<file path="src/rtl/id_stage_pipe_if.sv">
// Handshake and ID/EX bundle between the IF/ID register, the ID stage and EXE.
// The slave view belongs to the ID stage; the master view belongs to its environment.
interface id_stage_pipe_if #(
    parameter int WORD_LEN    = 32,
    parameter int EXE_CMD_LEN = 4
);
    logic                   in_valid;
    logic                   in_ready;
    logic [WORD_LEN-1:0]    instruction;
    logic                   out_valid;
    logic                   out_ready;
    logic [WORD_LEN-1:0]    ex_val1;
    logic [WORD_LEN-1:0]    ex_val2;
    logic [WORD_LEN-1:0]    ex_st_val;
    logic [4:0]             ex_src1;
    logic [4:0]             ex_src2_forw;
    logic [4:0]             ex_dest;
    logic [EXE_CMD_LEN-1:0] ex_exe_cmd;
    logic [2:0]             ex_ctl;

    modport slave (
        input  in_valid, instruction, out_ready,
        output in_ready, out_valid, ex_val1, ex_val2, ex_st_val,
               ex_src1, ex_src2_forw, ex_dest, ex_exe_cmd, ex_ctl
    );

    modport master (
        output in_valid, instruction, out_ready,
        input  in_ready, out_valid, ex_val1, ex_val2, ex_st_val,
               ex_src1, ex_src2_forw, ex_dest, ex_exe_cmd, ex_ctl
    );
endinterface

</file>
<file path="src/rtl/id_stage_pipe.sv">
// Instruction decode stage with an owned ID/EX register, valid/ready handshake,
// hazard bubbles, branch flush and a saturating hazard-stall counter.
module id_stage_pipe #(
    parameter int WORD_LEN    = 32,
    parameter int IMM_LEN     = 16,
    parameter bit IMM_SIGNED  = 1'b1,
    parameter int EXE_CMD_LEN = 4,
    parameter int CNT_W       = 16
) (
    input  logic                   clk,
    input  logic                   rst,
    id_stage_pipe_if.slave         bus,
    input  logic [WORD_LEN-1:0]    reg1,
    input  logic [WORD_LEN-1:0]    reg2,
    input  logic [EXE_CMD_LEN-1:0] ctl_exe_cmd,
    input  logic [5:0]             ctl_flags,
    input  logic [1:0]             ctl_br_comm,
    input  logic                   hazard_detected,
    input  logic                   flush,
    output logic [4:0]             src1_rd,
    output logic [4:0]             src2_rd,
    output logic                   br_taken,
    output logic [CNT_W-1:0]       stall_cnt
);

    function automatic logic [WORD_LEN-1:0] extend_imm(input logic [IMM_LEN-1:0] imm);
        logic fill;
        fill = IMM_SIGNED ? imm[IMM_LEN-1] : 1'b0;
        return {{(WORD_LEN-IMM_LEN){fill}}, imm};
    endfunction

    function automatic logic [CNT_W-1:0] sat_inc(input logic [CNT_W-1:0] v);
        return (&v) ? v : v + CNT_W'(1);
    endfunction

    logic branch_en, mem_w_en, mem_r_en, wb_en, st_or_bne, is_imm;
    assign {branch_en, mem_w_en, mem_r_en, wb_en, st_or_bne, is_imm} = ctl_flags;

    logic                   adv;
    logic                   fire;
    logic                   cond;
    logic [WORD_LEN-1:0]    imm_ext;
    logic                   unused_instr;

    logic                   out_valid_q, out_valid_d;
    logic [WORD_LEN-1:0]    val1_q, val1_d;
    logic [WORD_LEN-1:0]    val2_q, val2_d;
    logic [WORD_LEN-1:0]    st_val_q, st_val_d;
    logic [4:0]             src1_q, src1_d;
    logic [4:0]             src2f_q, src2f_d;
    logic [4:0]             dest_q, dest_d;
    logic [EXE_CMD_LEN-1:0] cmd_q, cmd_d;
    logic [2:0]             ctl_q, ctl_d;
    logic [CNT_W-1:0]       cnt_q, cnt_d;

    // Bits outside the decoded fields are intentionally ignored.
    assign unused_instr = ^bus.instruction;

    assign src1_rd = bus.instruction[20:16];
    assign src2_rd = st_or_bne ? bus.instruction[25:21] : bus.instruction[15:11];
    assign imm_ext = extend_imm(bus.instruction[IMM_LEN-1:0]);

    assign adv          = !out_valid_q || bus.out_ready;
    assign bus.in_ready = flush || (adv && !hazard_detected);
    assign fire         = bus.in_valid && bus.in_ready && !flush;

    always_comb begin
        cond = 1'b0;
        case (ctl_br_comm)
            2'b01:   cond = (reg1 == '0);
            2'b10:   cond = (reg1 != reg2);
            2'b11:   cond = 1'b1;
            default: cond = 1'b0;
        endcase
    end

    assign br_taken = fire && branch_en && cond;

    // Flush beats bubble beats load; a stalled downstream holds everything.
    always_comb begin
        out_valid_d = out_valid_q;
        val1_d      = val1_q;
        val2_d      = val2_q;
        st_val_d    = st_val_q;
        src1_d      = src1_q;
        src2f_d     = src2f_q;
        dest_d      = dest_q;
        cmd_d       = cmd_q;
        ctl_d       = ctl_q;
        if (flush) begin
            out_valid_d = 1'b0;
            ctl_d       = '0;
        end else if (adv && hazard_detected) begin
            out_valid_d = 1'b0;
            ctl_d       = '0;
        end else if (fire) begin
            out_valid_d = 1'b1;
            val1_d      = reg1;
            val2_d      = is_imm ? imm_ext : reg2;
            st_val_d    = reg2;
            src1_d      = bus.instruction[20:16];
            src2f_d     = is_imm ? 5'd0 : bus.instruction[15:11];
            dest_d      = bus.instruction[25:21];
            cmd_d       = ctl_exe_cmd;
            ctl_d       = {mem_w_en, mem_r_en, wb_en};
        end else if (adv) begin
            out_valid_d = 1'b0;
        end
    end

    assign cnt_d = (bus.in_valid && hazard_detected && !flush) ? sat_inc(cnt_q) : cnt_q;

    always_ff @(posedge clk or posedge rst) begin
        if (rst) begin
            out_valid_q <= 1'b0;
            val1_q      <= '0;
            val2_q      <= '0;
            st_val_q    <= '0;
            src1_q      <= '0;
            src2f_q     <= '0;
            dest_q      <= '0;
            cmd_q       <= '0;
            ctl_q       <= '0;
            cnt_q       <= '0;
        end else begin
            out_valid_q <= out_valid_d;
            val1_q      <= val1_d;
            val2_q      <= val2_d;
            st_val_q    <= st_val_d;
            src1_q      <= src1_d;
            src2f_q     <= src2f_d;
            dest_q      <= dest_d;
            cmd_q       <= cmd_d;
            ctl_q       <= ctl_d;
            cnt_q       <= cnt_d;
        end
    end

    assign bus.out_valid    = out_valid_q;
    assign bus.ex_val1      = val1_q;
    assign bus.ex_val2      = val2_q;
    assign bus.ex_st_val    = st_val_q;
    assign bus.ex_src1      = src1_q;
    assign bus.ex_src2_forw = src2f_q;
    assign bus.ex_dest      = dest_q;
    assign bus.ex_exe_cmd   = cmd_q;
    assign bus.ex_ctl       = ctl_q;
    assign stall_cnt        = cnt_q;

endmodule
</file>
<file path="src/flat_wrapper.sv">
// flat-port wrapper written by rule: the top's interface ports become plain ports
module id_stage_pipe_flat 
#(
    parameter int WORD_LEN    = 32,
    parameter int IMM_LEN     = 16,
    parameter bit IMM_SIGNED  = 1'b1,
    parameter int EXE_CMD_LEN = 4,
    parameter int CNT_W       = 16
)
  (clk, rst, reg1, reg2, ctl_exe_cmd, ctl_flags, ctl_br_comm, hazard_detected, flush, src1_rd, src2_rd, br_taken, stall_cnt, bus_in_valid, bus_instruction, bus_out_ready, bus_in_ready, bus_out_valid, bus_ex_val1, bus_ex_val2, bus_ex_st_val, bus_ex_src1, bus_ex_src2_forw, bus_ex_dest, bus_ex_exe_cmd, bus_ex_ctl);
  id_stage_pipe_if #(.WORD_LEN(WORD_LEN), .EXE_CMD_LEN(EXE_CMD_LEN)) bus_i ();
  input  logic clk;
  input  logic rst;
  input  logic [WORD_LEN-1:0] reg1;
  input  logic [WORD_LEN-1:0] reg2;
  input  logic [EXE_CMD_LEN-1:0] ctl_exe_cmd;
  input  logic [5:0] ctl_flags;
  input  logic [1:0] ctl_br_comm;
  input  logic hazard_detected;
  input  logic flush;
  output logic [4:0] src1_rd;
  output logic [4:0] src2_rd;
  output logic br_taken;
  output logic [CNT_W-1:0] stall_cnt;
  input wire logic [$bits(bus_i.in_valid)-1:0] bus_in_valid;
  input wire logic [$bits(bus_i.instruction)-1:0] bus_instruction;
  input wire logic [$bits(bus_i.out_ready)-1:0] bus_out_ready;
  output wire logic [$bits(bus_i.in_ready)-1:0] bus_in_ready;
  output wire logic [$bits(bus_i.out_valid)-1:0] bus_out_valid;
  output wire logic [$bits(bus_i.ex_val1)-1:0] bus_ex_val1;
  output wire logic [$bits(bus_i.ex_val2)-1:0] bus_ex_val2;
  output wire logic [$bits(bus_i.ex_st_val)-1:0] bus_ex_st_val;
  output wire logic [$bits(bus_i.ex_src1)-1:0] bus_ex_src1;
  output wire logic [$bits(bus_i.ex_src2_forw)-1:0] bus_ex_src2_forw;
  output wire logic [$bits(bus_i.ex_dest)-1:0] bus_ex_dest;
  output wire logic [$bits(bus_i.ex_exe_cmd)-1:0] bus_ex_exe_cmd;
  output wire logic [$bits(bus_i.ex_ctl)-1:0] bus_ex_ctl;
  assign bus_i.in_valid = bus_in_valid;
  assign bus_i.instruction = bus_instruction;
  assign bus_i.out_ready = bus_out_ready;
  assign bus_in_ready = bus_i.in_ready;
  assign bus_out_valid = bus_i.out_valid;
  assign bus_ex_val1 = bus_i.ex_val1;
  assign bus_ex_val2 = bus_i.ex_val2;
  assign bus_ex_st_val = bus_i.ex_st_val;
  assign bus_ex_src1 = bus_i.ex_src1;
  assign bus_ex_src2_forw = bus_i.ex_src2_forw;
  assign bus_ex_dest = bus_i.ex_dest;
  assign bus_ex_exe_cmd = bus_i.ex_exe_cmd;
  assign bus_ex_ctl = bus_i.ex_ctl;
  id_stage_pipe #(.WORD_LEN(WORD_LEN), .IMM_LEN(IMM_LEN), .IMM_SIGNED(IMM_SIGNED), .EXE_CMD_LEN(EXE_CMD_LEN), .CNT_W(CNT_W)) u_core (.clk(clk), .rst(rst), .bus(bus_i), .reg1(reg1), .reg2(reg2), .ctl_exe_cmd(ctl_exe_cmd), .ctl_flags(ctl_flags), .ctl_br_comm(ctl_br_comm), .hazard_detected(hazard_detected), .flush(flush), .src1_rd(src1_rd), .src2_rd(src2_rd), .br_taken(br_taken), .stall_cnt(stall_cnt));
endmodule
</file>
<file path="config.mk">
export PLATFORM = sky130hd
export DESIGN_NAME = id_stage_pipe_flat
export DESIGN_NICKNAME = d
export VERILOG_FILES = /design/src/rtl/id_stage_pipe_if.sv /design/src/rtl/id_stage_pipe.sv /design/src/flat_wrapper.sv
export SDC_FILE = /design/constraint.sdc
export NUM_CORES = 1
export LEC_CHECK = 0
export CAP_MARGIN = 25
export CORE_AREA = 8 8 124 126
export CTS_CLUSTER_DIAMETER = 100
export DETAILED_ROUTE_END_ITERATION = 10
export DIE_AREA = 0 0 132 134
export PLACE_DENSITY = 0.85
export SLEW_MARGIN = 20
export SYNTH_ARGS = -nofsm -noshare
export SYNTH_HDL_FRONTEND = slang
export SYNTH_SLANG_ARGS = --single-unit
</file>
<file path="constraint.sdc">
create_clock -name clk -period 6.6 [get_ports clk]
set_input_delay 1.32 -clock clk [delete_from_list [all_inputs] [get_ports clk]]
set_output_delay 1.32 -clock clk [all_outputs]
set_load 0.005 [all_outputs]
</file>
After elaboration in Yosys (flattened, before gate mapping)
Index checks and enable logic that the tools add are counted.
{"block": "totals", "regBits": 135, "latchBits": 0, "ramBits": 0, "rom_bits": 0, "in_bits": 114, "out_inout_bits": 147, "wordCells": 48, "memories": 0}
{"block": "classes", "n_addsub": 1, "n_mul": 0, "div_mod_pow": 0, "order_cmp": 0, "n_eq_ne": 4, "shift": 0, "mux": 11, "n_bitwise": 3, "reduce_logical": 19}
{"cell": "zero test 32 bit", "count": 1}
{"cell": "two-way mux 32 bit", "count": 1}
{"cell": "inequality test 32 bit", "count": 1}
{"cell": "adder 16 x 1 -> 16 bit (second input constant)", "count": 1}
{"cell": "AND reduction 16 bit", "count": 1}
{"cell": "two-way mux 5 bit", "count": 2}
{"cell": "two-way mux 3 bit", "count": 3}
{"cell": "logical AND 1 bit", "count": 8}
{"cell": "== test 2 bit (second input constant)", "count": 2}
{"cell": "two-way mux 1 bit", "count": 4}
{"cell": "nonzero test 4 bit", "count": 1}
{"cell": "zero test 1 bit", "count": 3}
{"cell": "NOT 1 bit", "count": 3}
{"cell": "one-hot mux 1 bit (3 select lines)", "count": 1}
{"cell": "AND reduction 3 bit", "count": 1}
{"cell": "nonzero test 3 bit", "count": 1}
{"cell": "== test 2 x 1 -> 1 bit (second input constant)", "count": 1}
{"cell": "logical OR 1 bit", "count": 2}
{"cell": "AND reduction 2 bit", "count": 1}

Longest topological paths before layout
Gate-level depths: netlist of the first run.
{"block": "logic_depth", "ltp_word": 9, "depth_mapped": 6, "ltp_nobuf": 6}

Worst setup path before layout of the first run
No wires, ideal clock.
{"block": "synth_path", "kind": "in2out", "start": "input reg1[7]", "end": "output br_taken", "arrival_ns": 2.328, "path_slack_ns": 2.952, "stages": 4, "n_path_buf": 0, "cell_sequence": "or4_1 > nor4_1 > a21oi_1 > a211oi_1"}
{"block": "synth_between", "elab_chain_cells": 3, "word_cells_on_any_way": 4}
{"item": "from (decl)", "line": "flat_wrapper.sv:14", "rtl": "input logic [WORD_LEN-1:0] reg1;"}
{"item": "inequality test 32 bit or zero test 32 bit (tied branches)", "line": "id_stage_pipe.sv:71, id_stage_pipe.sv:70"}
{"item": "one-hot mux 1 bit (3 select lines) (*)", "line": "id_stage_pipe.sv:69", "rtl": "case (ctl_br_comm)"}
{"item": "logical AND 1 bit (*)", "line": "id_stage_pipe.sv:77", "rtl": "assign br_taken = fire && branch_en && cond;"}
{"item": "to (decl)", "line": "flat_wrapper.sv:23", "rtl": "output logic br_taken;"}
Every way passes the cells marked *; elsewhere a longest branch is shown, timed or not.

Final worst setup path of the first run
{"block": "layout_path", "start": "input reg1[3]", "end": "output br_taken"}
The elaborated chain is that of the path after synthesis.

==> impl_summary.txt, run 1 <==
----------------------------------------------------
[Power and ir drop]
  Power Internal ... 1.99 mW
  Switching share of power ... 25.1%
  Clock network fraction of total power ... 32.7%
  Power per standard cell area ... 290 nW/um2
  Sequential power share ... 40.7%
  P_leak ... 3.75 nW
  Combinational group share of total power ... 26.6%
  Sw power ... 664 uW
  Worst-case vdd ir drop ... 0.175 mV

[Final layout]
  Ratio of cells with drive above 1 in the final layout ... 16.7%
  Layout overhead on the synthesized area ... 52.8%
  Fin cells ... 915
  Number of diodes ... 0
  Number of nets in the layout ... 842
  Highest-count cells in the layout ignoring fill and taps ... 254 x sky130_fd_sc_hd__clkdlybuf4s50_1, 135 x sky130_fd_sc_hd__dfrtp_1, 83 x sky130_fd_sc_hd__mux2_2
  Most frequent standard cell in the layout excluding fill and tap cells ... sky130_fd_sc_hd__clkdlybuf4s50_1

[CTS]
  Clock sink count ... 135
  Register clock-pin slew on the reported worst setup and hold paths ... 0.05 ns
  # H-tree levels ... 4
  Worst-Skew Late Latency ... 0.42 ns
  Post-cts resize count ... 0
  Clock tree from TritonCTS ... yes
  Cts bufs inserted ... 17
  CTS root buffer ... sky130_fd_sc_hd__clkbuf_16
  Post-cts hold buffer count ... 0
  Number of buffers inserted to repair setup after CTS ... 0
  Clock Tree Buf Depth ... 2

[Floorplan]
  Starting Density ... 44.3%
  Core ar. ... 13,500 um2
  Height of the die ... 134 um
  I/O pin cnt ... 261
  Floorplan die area ... 17,700 um2
  Number of cell rows ... 43
  Width of the die ... 132 um

[Place]
  Count of buffers inserted at the top-level ports ... 254
  Final weighted congestion in routability-driven placement ... 0.818
  Cell total after placement ... 888
  HPWL reported at the end of detailed placement ... 14.7 mm

[Worst setup path]
  Biggest fanout along the worst timing path ... 3
  Worst-case reg-to-reg path depth ... 5
  Critical path required time ... 5.28 ns
  Worst Path Class, Setup ... input port to primary output
  Arrival time reported for the critical path endpoint ... 3.68 ns
  Kind of launch point of the worst setup path ... input port
  CP Capture Type ... primary output

[Synth]
  Number of distinct standard cells referenced by the synthesized netlist ... 38
  Post-Synthesis Cell Area ... 5990 um2
  Gate count after technology mapping ... 479
  Post-synthesis sequential element count ... 135
  Synth area leaders ... sky130_fd_sc_hd__dfrtp_1 56%, sky130_fd_sc_hd__mux2_2 16%, sky130_fd_sc_hd__a21oi_1 4.4%
  Fraction of post-synthesis cell area in the top cell type by area ... 56.4%
  Main flop type after synthesis ... sky130_fd_sc_hd__dfrtp_1
  Cell taking the most area after synthesis ... sky130_fd_sc_hd__dfrtp_1
  Count of flip-flops with a built-in enable after synthesis ... 0
  Post-synthesis area per instance ... 12.5 um2
  Total number of yosys warnings ... 0
  Share of flip-flops with an asynchronous set or reset ... 100%
  Post-Syn Nets ... 594
  Sequential element share of the synthesized area ... 56.4%

[Timing]
  Unrepaired setup endpoints after global routing ... no
  TNS Setup ... 0 ns
  Final setup violation count ... 0
  Endpoints failing hold ... 0
  Share of the clock period used by the worst path after layout ... 75.8%
  Layout Skew ... 0.00537 ns
  Number of max-slew violations in the final report ... 0
  Upper clock frequency limit ... 200 MHz
  Relative slew slack ... 42.8%
  Slew of the pin with the lowest slew margin ... 0.857 ns
  Crit path time final ... 5.00 ns

[Global routing]
  Initial antenna violation count ... 0
  Largest net degree at the start of global routing ... 78
  First-pass GRT wire length ... 30.0 mm
  Total routing resource utilization after global routing ... 22.1%
  GRT overflow ... 0
  Via count of the first global-routing pass ... 5,208

[Routing]
  Wire length per cell after detailed routing ... 20.9 um
  Average via count per standard cell ... 5.20
  DRC violation count after routing ... 0
  Initial DRC count ... 233
  Final Routed Wirelength ... 19.1 mm
  Number of vias after detailed routing ... 4,755
  Number of nets with antenna violations after routing ... 0
  First-pass iteration count of the detailed router ... 4

[Hold path]
  Type of the tightest min-delay check ... flip-flop to flip-flop
  Instance count along the most critical hold path ... 1

[Flow run]
  Number of max-cap violations ... 0

[Status]
  Result of the run ... complete, no violations

----------------------------------------------------
## metal layers
metal,track usage (%),vias to the layer above,share of wire [%]
met4,8.62,0,2.3
met5,0,-,0
li1,-,2176,-
met2,36.5,198,49
met3,10.1,34,9.8
met1,24.4,2347,38
## cell usage after synthesis (all sizes together) (3+ instances only)
library cell	number
a22o	3
nor2	37
buf	27
a21oi	54
inv	9
mux2	84
nand2	5
clkbuf	3
and3	7
nor4	12
mux2i	15
nand4	6
xor2	21
nor4b	3
xnor2	24
nand3	16
dfrtp	135
o21ai	6
## metrics by stage
stage,instance area (um2),hold slack [ns],total power [mW],util [%],setup slack [ns]
6_report,9150,0.498,2.65,67.7,1.60
5_1_grt,9150,0.520,2.78,67.7,1.51
4_1_cts,9150,0.506,2.69,67.7,1.62
3_5_place_dp,8610,0.486,1.80,63.8,1.64
3_3_place_gp,8610,0.483,1.78,63.8,1.61
2_1_floorplan,5990,0.478,1.31,-,1.67
## critical path, cell delays in order
cell                              delay [ns]
sky130_fd_sc_hd__clkdlybuf4s50_1        0.47
sky130_fd_sc_hd__nor4_1                 0.52
sky130_fd_sc_hd__nand4_1                0.18
sky130_fd_sc_hd__nor4_1                 0.27
sky130_fd_sc_hd__a21oi_1                0.11
sky130_fd_sc_hd__a211oi_1               0.24
sky130_fd_sc_hd__clkdlybuf4s50_1        0.57
## registers in the layout (all words and copies together), names as in the netlist
| register | count |
|---|---|
| u_core.bus.ex_ctl | 3 |
| u_core.bus.ex_dest | 5 |
| u_core.bus.out_valid | 1 |
| u_core.bus.ex_src1 | 5 |
| u_core.bus.ex_val1 | 32 |
| u_core.bus.ex_src2_forw | 5 |
| u_core.stall_cnt | 16 |
| u_core.bus.ex_st_val | 32 |
| u_core.bus.ex_exe_cmd | 4 |
| u_core.bus.ex_val2 | 32 |
## final cells by class
type | count | area [um2]
fill | 995 | 4360
sequential | 135 | 3380
timing repair buffer | 259 | 2580
multi-input combinational | 305 | 2390
clock buffer | 23 | 488
tap | 180 | 225
clock inverter | 4 | 47.5
inverter | 9 | 38.8
## cells by family after synthesis
family          share of synthesized area [%]
flops                                    56.4
mux                                      18.3
simple gates                             8.76
compound gates                           6.04
xor+xnor                                 6.58
buf+inv                                  3.66
fa+ha+maj                               0.209
## worst paths after layout
kind / startpoint / to / slack [ns]
worst min-delay path: u_core.stall_cnt[15] / u_core.stall_cnt[15] / 0.50
worst max register to register: u_core.bus.out_valid / u_core.bus.ex_st_val[15] / 4.22
min in group asynchronous: rst / u_core.bus.ex_st_val[11] / 1.38
worst max-delay path: reg1[3] / br_taken / 1.60
max in group asynchronous: rst / u_core.bus.ex_exe_cmd[1] / 3.96
worst min register to register: u_core.stall_cnt[15] / u_core.stall_cnt[15] / 0.50
## power by group through the flow
| stage | combinational [mW] | clock, mW | sequential, mW |
|---|---|---|---|
| 2_1_floorplan | 0.214 | 0 | 1.10 |
| 3_3_place_gp | 0.697 | 0 | 1.08 |
| 3_5_place_dp | 0.713 | 0 | 1.09 |
| 4_1_cts | 0.719 | 0.887 | 1.08 |
| 5_1_grt | 0.762 | 0.922 | 1.10 |
| 6_report | 0.706 | 0.866 | 1.08 |
No activity file was read; power rests on OpenSTA's default activity.
==> run 2: changes to the inputs <==
- CORE_AREA: 8 8 124 126 -> 8 8 135 137
- DIE_AREA: 0 0 132 134 -> 0 0 143 145
- PLACE_DENSITY: 0.85 -> 0.75
- clock period: 6.6 -> 4.14 ns (I/O delays scaled with it)
==> run 2 against run 1 <==
Net effect:
- clock power grew 65%
- combinational power grew 60%
- design area grew 1.3%
- sequential share of layout area shrank 0.46 points
- final cell count grew 5.0%
- register-to-register slack lost 2.2 ns
- routed wire length grew 2.3%
- largest cell class unchanged
- first-iteration DRC count grew 3.9%
- sequential cell count is the same
- via count shrank 1.3%
==> impl_summary.txt, run 2 (synthesized netlist as in run 1, its figures left out) <==
----------------------------------------------------
[Place]
  Total placed instance area ... 8700 um2 (+1.0%)
  HPWL reported at the end of detailed placement ... 15.1 mm (+2.5%)
  Count of buffers inserted at the top-level ports ... 254 (unchanged)
  Cell total after placement ... 930 (+4.7%)
  Final weighted congestion in routability-driven placement ... 0.835 (+2.1%)

[CTS]
  Clock tree from TritonCTS ... yes
  Post-cts resize count ... 0 (unchanged)
  Post-cts hold buffer count ... 0 (unchanged)
  CTS root buffer ... sky130_fd_sc_hd__clkbuf_16
  Register clock-pin slew on the reported worst setup and hold paths ... 0.05 ns (about the same)
  Clock Tree Buf Depth ... 2 (unchanged)
  Cts bufs inserted ... 17 (unchanged)
  # H-tree levels ... 4 (unchanged)
  Number of buffers inserted to repair setup after CTS ... 0 (unchanged)
  Worst-Skew Late Latency ... 0.40 ns (-0.02 ns)
  Clock sink count ... 135 (unchanged)

[Timing]
  Slew of the pin with the lowest slew margin ... 0.744 ns (-0.113 ns)
  Number of max-slew violations in the final report ... 0 (unchanged)
  Upper clock frequency limit ... 253 MHz
  Layout Skew ... 0.00610 ns (+0.000739 ns)
  Endpoints failing hold ... 0 (unchanged)
  Crit path time final ... 3.95 ns
  Share of the clock period used by the worst path after layout ... 95.4%
  Final setup violation count ... 0 (unchanged)
  Relative slew slack ... 50.3% (+7.5 points)
  Unrepaired setup endpoints after global routing ... no
  TNS Setup ... 0 ns (unchanged)

[Global routing]
  Via count of the first global-routing pass ... 5,070 (-2.6%)
  Largest net degree at the start of global routing ... 157 (+100%)
  Total routing resource utilization after global routing ... 18.7% (-3.3 points)
  GRT overflow ... 0 (unchanged)
  First-pass GRT wire length ... 29.9 mm (-0.44%)
  Initial antenna violation count ... 0 (unchanged)

[Hold path]
  Type of the tightest min-delay check ... flip-flop to flip-flop

[Final layout]
  Layout overhead on the synthesized area ... 54.7%
  Highest-count cells in the layout ignoring fill and taps ... 254 x sky130_fd_sc_hd__clkdlybuf4s50_1, 135 x sky130_fd_sc_hd__dfrtp_1, 83 x sky130_fd_sc_hd__mux2_2
  Ratio of cells with drive above 1 in the final layout ... 17.3% (+0.54 points)
  Multi-input gate area ... 2390 um2 (+0.26%)
  Fin cells ... 961 (+5.0%)
  Number of fill cells in the layout ... 1,344 (+35%)
  Number of nets in the layout ... 844 (+0.24%)
  Most frequent standard cell in the layout excluding fill and tap cells ... sky130_fd_sc_hd__clkdlybuf4s50_1
  Register area ... 3380 um2 (unchanged)
  Design area ... 9260 um2 (+1.3%)
  Final core utilization ... 57.3% (-10 points)
  Number of diodes ... 0 (unchanged)

[Routing]
  First-pass iteration count of the detailed router ... 4 (unchanged)
  Average via count per standard cell ... 4.88 (-6.0%)
  DRC violation count after routing ... 0 (unchanged)
  Final Routed Wirelength ... 19.6 mm (+2.3%)
  Initial DRC count ... 242 (+3.9%)
  Number of vias after detailed routing ... 4,694 (-1.3%)
  Wire length per cell after detailed routing ... 20.4 um (-2.6%)
  Number of nets with antenna violations after routing ... 0 (unchanged)

[Worst setup path]
  Reg-to-reg setup timing slack ... 2.02 ns (-2.20 ns)
  Biggest fanout along the worst timing path ... 3 (unchanged)
  Worst Path Class, Setup ... input port to primary output
  Delay contributed by the slowest stage of the critical path ... 0.57 ns (about the same)
  Critical-path cell list ... clkdlybuf4s50_1 -> nor4_1 -> buf_4 -> nand4_1 -> nor4_1 -> a21oi_1 -> a211oi_1 -> clkdlybuf4s50_1
  CP Capture Type ... primary output
  Cell with the biggest individual delay on the critical path ... sky130_fd_sc_hd__clkdlybuf4s50_1
  Cell family with the largest share of critical-path delay ... buffers and inverters
  Kind of launch point of the worst setup path ... input port
  Arrival time reported for the critical path endpoint ... 3.12 ns (-0.56 ns)
  Buf+Inv Stages, Crit Path ... 3 (+1)
  Critical path required time ... 3.31 ns (-1.97 ns)

[Floorplan]
  Core ar. ... 16,200 um2 (+20%)
  Starting Density ... 37.0% (-7.3 points)
  Floorplan die area ... 20,700 um2 (+17%)
  I/O pin cnt ... 261 (unchanged)
  Width of the die ... 143 um (+8.3%)
  Number of cell rows ... 47 (+9.3%)
  Height of the die ... 145 um (+8.2%)

[Power and ir drop]
  Power per standard cell area ... 462 nW/um2 (+59%)
  Tot Pwr ... 4.28 mW (+61%)
  P_leak ... 3.77 nW (+0.44%)
  Worst-case vdd ir drop ... 0.281 mV (+61%)

[Flow run]
  Number of max-cap violations ... 0 (unchanged)

[Status]
  Result of the run ... complete, no violations

----------------------------------------------------
[run 2: cell count changes in the layout (fill, tap and decap cells not counted), sizes merged]
cell,change
buf,+2
bufinv,+1
clkbuf,-1
clkinv,+2
clkinvlp,+3
inv,-1
[run 2: layout make-up]
type	count	share of cell area, %
Clock buffer	22	4.90
Tap cell	220	2.97
Clock inverter	9	1.11
Timing Repair Buffer	261	28.3
Sequential cell	135	36.5
Inverter	9	0.405
Multi-Input combinational cell	305	25.9
[run 2: layer usage]
| metal | wire (um) | vias to the layer above | GRT usage (%) |
|---|---|---|---|
| li1 | - | 2178 | - |
| met1 | 7840 | 2324 | 21.9 |
| met2 | 9670 | 168 | 31.0 |
| met3 | 1700 | 24 | 7.02 |
| met4 | 349 | 0 | 6.11 |
| met5 | 0 | - | 0 |
[run 2: final timing paths]
kind                                       endpoint  cells past startpoint                  start
max                                        br_taken                      8               reg1[24]
min                           u_core.bus.ex_val1[0]                      1  u_core.bus.ex_val1[0]
max reg2reg                   u_core.bus.ex_dest[0]                      4   u_core.bus.out_valid
min reg2reg                   u_core.bus.ex_val1[0]                      1  u_core.bus.ex_val1[0]
max in group asynchronous   u_core.bus.ex_st_val[7]                      3                    rst
min in group asynchronous  u_core.bus.ex_exe_cmd[1]                      2                    rst
[run 2: metrics by stage]
step | hold WS (ns) | setup WS [ns]
2_1_floorplan | 0.478 | 1.48
3_3_place_gp | 0.475 | 0.0529
3_5_place_dp | 0.493 | 0.0867
4_1_cts | 0.506 | 0.0747
5_1_grt | 0.513 | 0.0233
6_report | 0.503 | 0.192
[run 2: power breakdown]
| part | total, mW | internal, mW | switching [mW] | leakage, nW |
|---|---|---|---|---|
| clock | 1.43 | 0.894 | 0.534 | 0.266 |
| combinational | 1.13 | 0.729 | 0.401 | 1.90 |
| sequential | 1.72 | 1.57 | 0.148 | 1.61 |
| total | 4.28 | 3.19 | 1.08 | 3.77 |
[run 2: worst register-to-register path, delay by kind of cell (launching register included)]
kind          cells  cell delay [ns]
flops             1             0.38
mux               1             0.53
buf+inv           1             0.57
simple gates      2             0.53
